--- src/rtl/cnn_param_pkg.sv ---
// rtl/cnn_param_pkg.sv - shared CNN parameter types and constants
package cnn_param_pkg;

    typedef logic signed [7:0] q17_t;

    typedef enum logic [1:0] {
        IDLE = 2'd0,
        LOAD = 2'd1,
        DONE = 2'd2
    } ld_state_e;

    localparam int BIAS_DEPTH_CONV5 = 64;

endpackage

--- src/rtl/bias_stream_loader_if.sv ---
// rtl/bias_stream_loader_if.sv - valid/ready byte stream into the bias loader
interface bias_stream_loader_if #(
    parameter int DW = 8
);
    logic                 in_valid;
    logic                 in_ready;
    logic signed [DW-1:0] in_data;

    modport master (output in_valid, output in_data, input  in_ready);
    modport slave  (input  in_valid, input  in_data, output in_ready);
endinterface

--- src/rtl/bias_stream_loader.sv ---
// rtl/bias_stream_loader.sv - streams bias bytes into a register array read like a bias ROM
module bias_stream_loader
    import cnn_param_pkg::*;
#(
    parameter  int DEPTH = BIAS_DEPTH_CONV5,
    parameter  int DW    = 8,
    parameter  int AW    = 16,
    localparam int CW    = $clog2(DEPTH + 1)
) (
    input  logic                 clk,
    input  logic                 rst,
    input  logic                 load_start,
    bias_stream_loader_if.slave  s_in,
    input  logic [AW-1:0]        row,
    input  logic [AW-1:0]        col,
    output logic signed [DW-1:0] data,
    output logic                 busy,
    output logic                 loaded,
    output logic [CW-1:0]        count,
    output logic signed [15:0]   checksum
);

    localparam int IW = (DEPTH > 1) ? $clog2(DEPTH) : 1;

    localparam logic [1:0]    S_IDLE    = IDLE;
    localparam logic [1:0]    S_LOAD    = LOAD;
    localparam logic [1:0]    S_DONE    = DONE;
    localparam logic [AW-1:0] DEPTH_A   = AW'(DEPTH);
    localparam logic [CW-1:0] LAST_CNT  = CW'(DEPTH - 1);

    logic [1:0]           state_q, state_d;
    logic [CW-1:0]        count_q, count_d;
    logic signed [15:0]   checksum_q, checksum_d;
    logic signed [DW-1:0] mem_q [DEPTH];

    logic                 accept;
    logic [IW-1:0]        wr_idx;
    logic [IW-1:0]        rd_idx;
    logic                 rd_ok;
    logic signed [15:0]   in_sext;

    assign busy       = (state_q == S_LOAD);
    assign loaded     = (state_q == S_DONE);
    // A restart cycle is never also a data beat, so count always restarts at 0.
    assign s_in.in_ready = busy && !load_start;
    assign accept     = s_in.in_valid && s_in.in_ready;
    assign wr_idx     = count_q[IW-1:0];
    assign in_sext    = {{(16-DW){s_in.in_data[DW-1]}}, s_in.in_data};

    always_comb begin
        state_d    = state_q;
        count_d    = count_q;
        checksum_d = checksum_q;
        if (load_start) begin
            state_d    = S_LOAD;
            count_d    = '0;
            checksum_d = '0;
        end else if (accept) begin
            count_d    = count_q + 1'b1;
            checksum_d = checksum_q + in_sext;
            if (count_q == LAST_CNT) begin
                state_d = S_DONE;
            end
        end
    end

    always_ff @(posedge clk or posedge rst) begin
        if (rst) begin
            state_q    <= S_IDLE;
            count_q    <= '0;
            checksum_q <= '0;
        end else begin
            state_q    <= state_d;
            count_q    <= count_d;
            checksum_q <= checksum_d;
        end
    end

    always_ff @(posedge clk or posedge rst) begin
        if (rst) begin
            for (int i = 0; i < DEPTH; i++) begin
                mem_q[i] <= '0;
            end
        end else if (accept) begin
            mem_q[wr_idx] <= s_in.in_data;
        end
    end

    // Only column 0 exists; anything else reads as zero, like the ROMs.
    assign rd_ok  = (col == '0) && (row < DEPTH_A);
    assign rd_idx = row[IW-1:0];
    assign data   = rd_ok ? mem_q[rd_idx] : '0;

    assign count    = count_q;
    assign checksum = checksum_q;

endmodule

--- src/flat_wrapper.sv ---
// flat-port wrapper written by rule: the top's interface ports become plain ports
module bias_stream_loader_flat import cnn_param_pkg::*;
#(
    parameter  int DEPTH = BIAS_DEPTH_CONV5,
    parameter  int DW    = 8,
    parameter  int AW    = 16,
    localparam int CW    = $clog2(DEPTH + 1)
)
  (clk, rst, load_start, row, col, data, busy, loaded, count, checksum, s_in_in_valid, s_in_in_data, s_in_in_ready);
  bias_stream_loader_if #(.DW(DW)) s_in_i ();
  input  logic clk;
  input  logic rst;
  input  logic load_start;
  input  logic [AW-1:0] row;
  input  logic [AW-1:0] col;
  output logic signed [DW-1:0] data;
  output logic busy;
  output logic loaded;
  output logic [CW-1:0] count;
  output logic signed [15:0] checksum;
  input wire logic [$bits(s_in_i.in_valid)-1:0] s_in_in_valid;
  input wire logic [$bits(s_in_i.in_data)-1:0] s_in_in_data;
  output wire logic [$bits(s_in_i.in_ready)-1:0] s_in_in_ready;
  assign s_in_i.in_valid = s_in_in_valid;
  assign s_in_i.in_data = s_in_in_data;
  assign s_in_in_ready = s_in_i.in_ready;
  bias_stream_loader #(.DEPTH(DEPTH), .DW(DW), .AW(AW)) u_core (.clk(clk), .rst(rst), .load_start(load_start), .s_in(s_in_i), .row(row), .col(col), .data(data), .busy(busy), .loaded(loaded), .count(count), .checksum(checksum));
endmodule
--- config.mk ---
export PLATFORM = sky130hd
export DESIGN_NAME = bias_stream_loader_flat
export DESIGN_NICKNAME = d
export VERILOG_FILES = /design/src/rtl/cnn_param_pkg.sv /design/src/rtl/bias_stream_loader_if.sv /design/src/rtl/bias_stream_loader.sv /design/src/flat_wrapper.sv
export SDC_FILE = /design/constraint.sdc
export NUM_CORES = 1
export LEC_CHECK = 0
export BUFFER_PORTS_ARGS = -buffer_cell sky130_fd_sc_hd__buf_2
export CAP_MARGIN = 20
export CELL_PAD_IN_SITES_DETAIL_PLACEMENT = 1
export CELL_PAD_IN_SITES_GLOBAL_PLACEMENT = 1
export CORE_MARGIN = 2
export CORE_UTILIZATION = 53
export CTS_CLUSTER_DIAMETER = 100
export CTS_CLUSTER_SIZE = 24
export DETAILED_ROUTE_END_ITERATION = 6
export PLACE_DENSITY_LB_ADDON = 0.1
export SETUP_SLACK_MARGIN = 0.1
export SLEW_MARGIN = 10
export SYNTH_ARGS = -nofsm -noshare
export SYNTH_HDL_FRONTEND = slang
export SYNTH_SLANG_ARGS = --single-unit
--- constraint.sdc ---
create_clock -name clk -period 18.5 [get_ports clk]
set_input_delay 1.85 -clock clk [delete_from_list [all_inputs] [get_ports clk]]
set_output_delay 1.85 -clock clk [all_outputs]
set_load 0.005 [all_outputs]
==> run summary, run 1 <==
outcome -> complete, no violations
number of global-route vias before repair -> 15970
Slew headroom -> 0.3359
critical path class -> input pin to output pin
Final #Nets -> 1742
Synth Instances -> 1669
largest net degree at the start of global routing -> 121
Final setup viols -> 0
Post-synth EDFFs -> 0
Worst Max-Slew Pin Slew -> 0.9961 ns
Yosys top cell area share -> 0.5255
ys flop type -> dfrtp_1
Synth area leader -> dfrtp_1
Die Width -> 223.6 microns
antenna cells -> 0
Synth async-reset ratio -> 1.000
Slew Limit Fails -> 0
Via density -> 6.295
# DRC -> 0
die area -> 0.05002 sq mm
Tcrit/Tclk final -> 0.3748
Die Ht -> 223.6 microns
max cap viols -> 0
Worst-Skew Late Latency -> 0.59 ns
Synth cell types -> 57
Port Buf Inserts -> 77
root buf cell -> clkbuf_16
Crit Reg-Reg Startpoint -> u_core.state_q[1]$_DFFE_PP0P_
Worst path slowest cell -> mux4_2
FMAX -> 144.2 MHz
Power Total -> 2.040 mW
CP delay by family, top -> buffers and inverters
crit path from -> row[0]
CTS clock-pin slew for the worst setup and hold paths -> 0.09 ns
Fillers -> 4426
Worst path max stage delay -> 0.60 ns
R2R depth -> 6
CP Depth -> 8
synthesized flop and latch total -> 537
final worst slack -> 11.57 ns
R2R setup slack -> 15.29 ns
count leader, synth -> dfrtp_1
GR Util All Layers -> 0.2580
post-CTS setup buffers -> 0
worst-case clock buffer depth -> 3
crit path max fanout -> 86
CP required -> 16.65 ns
setup TNS -> 0 ns
CTS Buf Count -> 26
Layout area overhead -> 6.024%
leak pwr -> 12.78 nW
clock sinks -> 537
Post-Syn Area per Cell -> 15.32 sq um
uppermost layer routed -> met4
fraction of layout cells with a size suffix above 1 -> 0.5134
unrepaired setup endpoints after global routing -> no
Final ANT Viol Nets -> 0
syn_nets -> 1730
Detail Route met2 WL -> 30.24 mm
synth top area cells -> dfrtp_1 (53%), mux2_2 (23%), mux4_2 (12%), nor2_4 (1.8%), mux2i_1 (1.4%)
First DRT Iteration DRCs -> 911
R2R Path End -> u_core.mem_q[500]$_DFFE_PP0P_
drt pass-1 iters -> 4
clock skew -> 0.01819 ns
global route overflow -> 0
initial antenna violation count -> 0
Commonest cells post-synth -> dfrtp_1 (537), mux2_2 (525), mux4_2 (135)
CTS tree -> yes
Hold WC Path Type -> register to register
dpl ws -> 11.57 ns
synthesized cell area -> 0.02557 sq mm
Rows -> 80
Core Util, Final -> 0.5690
met1 wire length -> 28.89 mm
pwr/cell area -> 75.25 mW/mm^2
gp weighted congestion -> 0.7744
core area -> 0.04765 sq mm
crit end category -> output pin
crit path time final -> 6.934 ns
first-pass GRT wire length -> 98.64 mm
CP Launch Type -> input pin
io pins -> 78
final WL -> 62.64 mm
Initial Util -> 0.5367
H-tree levels -> 1
synth warn -> 0
HPWL Detailed -> 39.34 mm
sequential area share after synthesis -> 0.5255
Critical Path, Cell by Cell -> clkbuf_8 > buf_12 > mux4_2 > mux2i_1 > o22ai_1 > o21ai_1 > o221ai_1 > buf_2
VDD IR max -> 0.07030 mV
vias post-DR -> 14470
Routed WL per cell -> 27.26 microns
routed wl met3 -> 2.184 mm
Buf/Inv on CP -> 3
Hold-fix buffers, CTS -> 0
Final Hold Vio Count -> 0
Worst Setup EP -> data[0]
CTS resizes -> 0
Worst EP arrival -> 5.08 ns
## report_power, final
group | internal [mW] | switching, mW | total (mW)
Combinational | 0.0724 | 0.111 | 0.183
Sequential | 1.20 | 0.0171 | 1.22
Clock | 0.267 | 0.373 | 0.640
Total | 1.54 | 0.500 | 2.04
## how the worst min path moves through the flow
stage                                   from                            end  slack [ns]  cells past startpoint
6_report       u_core.mem_q[123]$_DFFE_PP0P_  u_core.mem_q[123]$_DFFE_PP0P_        0.51                      1
5_1_grt        u_core.mem_q[390]$_DFFE_PP0P_  u_core.mem_q[390]$_DFFE_PP0P_        0.52                      1
4_1_cts        u_core.mem_q[366]$_DFFE_PP0P_  u_core.mem_q[366]$_DFFE_PP0P_        0.51                      1
3_5_place_dp   u_core.mem_q[366]$_DFFE_PP0P_  u_core.mem_q[366]$_DFFE_PP0P_        0.49                      1
3_3_place_gp   u_core.mem_q[480]$_DFFE_PP0P_  u_core.mem_q[480]$_DFFE_PP0P_        0.48                      1
2_1_floorplan  u_core.mem_q[200]$_DFFE_PP0P_  u_core.mem_q[200]$_DFFE_PP0P_        0.48                      1
## stage by stage
step                area (sq um)  hold WS [ns]  instances
finish                     27110        0.5093       2298
global route               27110        0.5244       2298
CTS                        27080        0.5136       2296
detailed placement         26370        0.4914       2266
global placement           26370        0.4838       2266
floorplan                  25570        0.4752       1669
## logic make-up (layout without fill, tap and decap cells)
family                     Yosys count  count (layout)  synth area share
buffers and inverters              128             142           0.02280
and+or+nand+nor                    180             180           0.04977
DFF                                537             537            0.5255
AOI/OAI and AO/OA                   99              99           0.02496
muxes                              696             696            0.3642
xor gates and xnor gates            12              12          0.004111
adders and majority gates           17              17          0.008612
## per-layer routing
| layer | up-vias | track usage |
|---|---|---|
| met4 | 0 | 0.06108 |
| li1 | 6214 | - |
| met2 | 235 | 0.4239 |
| met5 | - | 0 |
| met1 | 7949 | 0.3727 |
| met3 | 68 | 0.02912 |
## cell usage in the layout, fill, tap and decap left out, types with 5 or more instances in the layout
cell type  synthesis  routed
nor3_1             6       6
or3_1              8       8
buf_4              5      19
inv_1             14      13
nor2_4            40      40
o22ai_1           16      16
nand3_1            5       5
mux4_2           135     135
nand2b_1           5       5
mux2i_1           36      36
mux2_2           525     525
clkbuf_16          0      27
a21oi_1           16      16
buf_2             19      76
nand3b_1          16      16
dfrtp_1          537     537
nor2_1            22      22
o221ai_1           7       7
xor2_1             9       9
nor4_1             6       6
ha_1              16      16
o21ai_0           21      21
nand2_1           19      19
nor2_2            26      26
a21o_1             7       7
o21ai_1            8       8
nor2b_1            7       7
nand4_1            5       5
## area by class of cell
class,instances,area (sq um),share of cell area
Timing Repair Buffer,98,584.3,0.02155
Tap cell,615,769.5,0.02838
Clock buffer,29,693.2,0.02557
Multi-Input combinational cell,1004,11550,0.4260
Sequential cell,537,13440,0.4957
Inverter,14,60.06,0.002215
Clock inverter,1,16.27,0.0006000
## flip-flops by register name (all words and copies together), names as in the netlist
register         cells
u_core.mem_q       512
u_core.checksum     16
u_core.count         7
u_core.state_q       2
No activity file was read; power rests on OpenSTA's default activity.
==> inputs of run 2 (changes only) <==
--- a/config.mk
+++ b/config.mk
@@ -5,12 +5,13 @@
 export SDC_FILE = /design/constraint.sdc
 export NUM_CORES = 1
 export LEC_CHECK = 0
+export ABC_AREA = 1
 export BUFFER_PORTS_ARGS = -buffer_cell sky130_fd_sc_hd__buf_2
 export CAP_MARGIN = 20
 export CELL_PAD_IN_SITES_DETAIL_PLACEMENT = 1
 export CELL_PAD_IN_SITES_GLOBAL_PLACEMENT = 1
 export CORE_MARGIN = 2
-export CORE_UTILIZATION = 53
+export CORE_UTILIZATION = 47
 export CTS_CLUSTER_DIAMETER = 100
 export CTS_CLUSTER_SIZE = 24
 export DETAILED_ROUTE_END_ITERATION = 6
==> constraint.sdc (replaced) <==
create_clock -name clk -period 7.06 [get_ports clk]
set_input_delay 0.706 -clock clk [delete_from_list [all_inputs] [get_ports clk]]
set_output_delay 0.706 -clock clk [all_outputs]
set_load 0.005 [all_outputs]
==> run summary, run 2 <==
clock skew -> 0.01754 ns
commonest non-fill, non-tap cell in the layout -> nand2_1
sw frac -> 0.2744
HPWL Detailed -> 49.91 mm
unrepaired setup endpoints after global routing -> no
FMAX -> 227.0 MHz
total internal power -> 4.141 mW
Hold WC Path Type -> input pin to register
First DRT Iteration DRCs -> 2003
crit end category -> output pin
outcome -> complete, no violations
Worst EP arrival -> 3.70 ns
Post-Syn Area per Cell -> 7.892 sq um
R2R setup slack -> 3.51 ns
number of global-route vias before repair -> 22600
CTS tree -> yes
die area -> 0.05494 sq mm
syn_nets -> 3222
Final setup viols -> 0
CTS resizes -> 0
Comb power frac -> 0.118
Worst Max-Slew Pin Slew -> 1.155 ns
most frequent cells in the layout -> nand2_1 (1207), dfrtp_1 (537), o21ai_0 (531)
VDD IR max -> 0.1898 mV
Worst path slowest cell -> inv_8
core area -> 0.05255 sq mm
CP Launch Type -> input pin
critical path class -> input pin to output pin
Routed WL per cell -> 21.98 microns
Final #Nets -> 3127
Port Buf Inserts -> 77
Yosys top cell area share -> 0.5386
Final ANT Viol Nets -> 0
final worst slack -> 2.654 ns
Layout area overhead -> 5.938%
Die Ht -> 234.4 microns
largest net degree at the start of global routing -> 152
worst-case clock buffer depth -> 3
Post-synth EDFFs -> 0
GR Util All Layers -> 0.3051
Core Util, Final -> 0.5029
drt pass-1 iters -> 5
antenna cells -> 0
synth warn -> 0
Commonest cells post-synth -> nand2_1 (1207), dfrtp_1 (537), o21ai_0 (531)
H-tree levels -> 1
final WL -> 82.59 mm
Most flops, register -> u_core.mem_q
sequential area share after synthesis -> 0.5386
clock power share -> 0.318
crit path max fanout -> 151
max cap viols -> 0
global route overflow -> 0
Die Width -> 234.4 microns
gp weighted congestion -> 0.8641
Synth area leader -> dfrtp_1
synthesized cell area -> 0.02495 sq mm
CTS clock-pin slew for the worst setup and hold paths -> 0.09 ns
dpl ws -> 2.792 ns
Slew headroom -> 0.2297
Rows -> 84
Slew Limit Fails -> 0
Worst-Skew Late Latency -> 0.60 ns
root buf cell -> clkbuf_16
Worst path max stage delay -> 0.67 ns
Final Hold Vio Count -> 0
Via density -> 5.852
Power Total -> 5.707 mW
Synth cell types -> 34
count leader, synth -> nand2_1
# DRC -> 0
io pins -> 78
Critical Path, Cell by Cell -> clkbuf_8 > inv_8 > buf_12 > nand2_1 > nand3_1 > nand3_1 > nand3_1 > nand2_1 > nor2_1 > nor2_1 > nor2_1 > buf_2
ys flop type -> dfrtp_1
leak pwr -> 11.83 nW
Synth async-reset ratio -> 1.000
number of flip-flops under the largest register name -> 512
first-pass GRT wire length -> 130.4 mm
post-CTS setup buffers -> 0
fraction of layout cells with a size suffix above 1 -> 0.05279
hold_ws -> 0.2996 ns
crit path time final -> 4.406 ns
Initial Util -> 0.4747
Synth Instances -> 3161
synthesized flop and latch total -> 537
clock sinks -> 537
Reg power frac -> 0.565
Psw -> 1.566 mW
CP required -> 6.35 ns
Hold-fix buffers, CTS -> 0
vias post-DR -> 21990
pwr/cell area -> 215.9 mW/mm^2
CTS Buf Count -> 26
synth top area cells -> dfrtp_1 (54%), nand2_1 (18%), o21ai_0 (11%), nand3_1 (9.5%), clkbuf_1 (3.1%)
Tcrit/Tclk final -> 0.6241
initial antenna violation count -> 0
[run 2: cell count changes after synthesis, moves of 16 or more]
cell / change
clkbuf_1: +139
mux4_2: -135
nor2_4: -40
nand3_1: +471
mux2_2: -525
nand3b_1: -16
buf_2: -16
inv_1: +23
mux2i_1: -36
nand2_1: +1188
o21ai_0: +510
nor2_1: +27
nor2_2: -24
[run 2: per-layer routing]
metal	routed length (microns)	global-route usage	part of all wire
met4	2215	0.07645	0.027
met5	0	0	0
met2	38750	0.5034	0.47
met3	3671	0.03356	0.044
met1	37960	0.4315	0.46
[run 2: path summary, 6_finish.rpt]
path                                          startpoint                            end  cells after the start
hold reg to reg            u_core.mem_q[350]$_DFFE_PP0P_  u_core.mem_q[350]$_DFFE_PP0P_                      2
hold / removal                                load_start    u_core.count[6]$_DFFE_PP0P_                      2
setup reg to reg           u_core.state_q[1]$_DFFE_PP0P_  u_core.mem_q[204]$_DFFE_PP0P_                      7
setup / recovery                                  row[0]                        data[3]                     12
min in group asynchronous                            rst  u_core.mem_q[366]$_DFFE_PP0P_                      3
max in group asynchronous                            rst  u_core.mem_q[425]$_DFFE_PP0P_                      4
[run 2: through the flow]
step	area (sq um)	setup TNS, ns	cells
after floorplan	24950	-509.08	3161
after global placement	25630	0	3725
after detailed placement	25630	0	3725
after CTS	26400	0	3756
after global routing	26430	0	3757
final	26430	0	3757
[run 2: logic make-up (layout without fill, tap and decap cells)]
kind of cell,Yosys count,count (layout),synth area share
flip-flops,537,537,0.5386
buffers and inverters,273,181,0.04123
AND/OR/NAND/NOR,1762,1762,0.2947
AO/OA/AOI/OAI,570,570,0.1159
XOR/XNOR,2,2,0.0007023
adder cells (fa/ha/maj),17,17,0.008827
[run 2: area by class of cell]
type	instances	area (sq um)
fillers	6459	26120
inverters	46	186.4
clock inverters	4	95.09
repair buffers	104	681.9
flip-flops and latches	537	13440
multi-input cells	2351	10490
clock buffers	27	675.6
well taps	688	860.8
[run 2: power by group through the flow]
stage	Combinational [mW]	Sequential [mW]	Clock (mW)
floorplan	0.428	3.27	0
global placement	0.647	3.28	0
detailed placement	0.666	3.28	0
CTS	0.671	3.22	1.85
global route	0.747	3.24	1.94
finish	0.671	3.22	1.81
[run 2: critical path: cells and delay by family]
kind                   cells  cell delay [ns]
AND/OR/NAND/NOR            8             1.06
buffers and inverters      4             1.52
==> inputs of run 3 (changes only) <==
==> constraint.sdc (replaced) <==
create_clock -name clk -period 4.4 [get_ports clk]
set_input_delay 0.44 -clock clk [delete_from_list [all_inputs] [get_ports clk]]
set_output_delay 0.44 -clock clk [all_outputs]
set_load 0.005 [all_outputs]
==> run summary, run 3 (synthesized netlist as in run 2, its figures left out) <==
unrepaired setup endpoints after global routing -> no
Worst EP arrival -> 2.96 ns
final WL -> 83.83 mm
Via density -> 5.876
Rows -> 84
initial antenna violation count -> 0
pwr/cell area -> 338.2 mW/mm^2
Final Hold Vio Count -> 0
R2R setup slack -> 1.29 ns
crit end category -> output pin
Most flops, register -> u_core.mem_q
Layout area overhead -> 7.056%
worst-case clock buffer depth -> 3
CTS clock-pin slew for the worst setup and hold paths -> 0.11 ns
die area -> 0.05494 sq mm
crit path max fanout -> 66
Final setup viols -> 0
global route overflow -> 0
First DRT Iteration DRCs -> 2010
GR Util All Layers -> 0.3099
vias post-DR -> 22220
io pins -> 78
# DRC -> 0
Tcrit/Tclk final -> 0.7718
Routed WL per cell -> 22.16 microns
Die Width -> 234.4 microns
Worst-Skew Late Latency -> 0.61 ns
Final ANT Viol Nets -> 0
VDD IR max -> 0.3027 mV
post-CTS setup buffers -> 0
CP Launch Type -> input pin
Slew Limit Fails -> 0
outcome -> complete, no violations
first-pass GRT wire length -> 132.4 mm
Worst path max stage delay -> 0.49 ns
hold_ws -> 0.2138 ns
core area -> 0.05255 sq mm
Port Buf Inserts -> 77
CTS tree -> yes
Worst Max-Slew Pin Slew -> 1.151 ns
fraction of layout cells with a size suffix above 1 -> 0.05979
Final #Nets -> 3152
Power Total -> 9.033 mW
root buf cell -> clkbuf_16
CP required -> 3.96 ns
clock sinks -> 537
CP most frequent cell -> nand3_1
FMAX -> 294.5 MHz
max cap viols -> 0
Die Ht -> 234.4 microns
number of flip-flops under the largest register name -> 512
gp weighted congestion -> 0.8504
Hold WC Path Type -> input pin to register
commonest non-fill, non-tap cell in the layout -> nand2_1
Worst path slowest cell -> buf_4
HPWL Detailed -> 52.69 mm
Register Area -> 0.01344 sq mm
critical path class -> input pin to output pin
number of global-route vias before repair -> 22430
Fillers -> 6502
Core Util, Final -> 0.5082
most frequent cells in the layout -> nand2_1 (1207), dfrtp_1 (537), o21ai_0 (531)
drt pass-1 iters -> 5
largest net degree at the start of global routing -> 144
Slew headroom -> 0.2267
crit path time final -> 3.396 ns
area occupied by multi-input gates -> 0.01049 sq mm
CTS resizes -> 0
H-tree levels -> 1
antenna cells -> 0
leak pwr -> 11.98 nW
clock skew -> 0.01863 ns
CTS Buf Count -> 26
Initial Util -> 0.4747
Critical Path, Cell by Cell -> clkbuf_8 > inv_8 > buf_4 > nand2_1 > nand3_1 > nand3_1 > nand3_1 > nand3_1 > nand2_1 > nor2_1 > nor2_1 > buf_2
==> run 3: changes by cell type in the layout (fill, tap and decap cells not counted), sizes merged <==
cell / change
buf: +23
inv: +1
dlygate4sd3: +2
bufinv: -3
clkinv: +2
==> run 3: path summary, 6_finish.rpt <==
kind,start,to,cells past startpoint
max in group asynchronous,rst,u_core.mem_q[223]$_DFFE_PP0P_,4
worst min register to register,u_core.mem_q[235]$_DFFE_PP0P_,u_core.mem_q[235]$_DFFE_PP0P_,2
min in group asynchronous,rst,u_core.mem_q[369]$_DFFE_PP0P_,3
worst min-delay path,s_in_in_data[0],u_core.checksum[0]$_DFFE_PP0P_,3
worst max register to register,u_core.count[2]$_DFFE_PP0P_,u_core.mem_q[133]$_DFFE_PP0P_,6
worst max-delay path,row[0],data[5],12
==> run 3: metal layers <==
metal | track usage | share of wire | vias up
met4 | 0.07665 | 0.025 | 0
met3 | 0.03064 | 0.044 | 103
li1 | - | - | 10230
met1 | 0.4528 | 0.47 | 11380
met2 | 0.4981 | 0.47 | 513
met5 | 0 | 0 | -
==> run 3: layout make-up <==
cell class | count | share of cell area
tap | 688 | 0.03223
sequential | 537 | 0.5031
clock inverter | 4 | 0.0008901
timing repair buffer | 129 | 0.03865
inverter | 46 | 0.006980
clock buffer | 27 | 0.02530
multi-input combinational | 2351 | 0.3928
==> run 3: critical path: cells and delay by family <==
family	cells	cell delay [ns]
simple gates	8	1.04
buf+inv	4	1.36
==> run 3: stage by stage <==
step | setup slack, ns | setup TNS (ns) | area [sq um] | instances
floorplan | -3.342 | -1794.66 | 24950 | 3161
global route | 0.8809 | 0 | 26710 | 3782
detailed placement | 1.094 | 0 | 25940 | 3747
finish | 1.004 | 0 | 26710 | 3782
global placement | 1.112 | 0 | 25890 | 3745
CTS | 1.102 | 0 | 26660 | 3780
==> run 3: report_power, final <==
group          leakage, nW  internal, mW  switching, mW
sequential            7.44          5.08         0.0978
combinational         4.19         0.317          0.795
clock                0.349          1.11           1.64
total                 12.0          6.50           2.53
==> run 3: timing repair <==
item | CTS | global route
hold buffers | 2 | 0
setup endpoints to repair | 0 | 0
endpoints found under the hold margin | 25 | 0
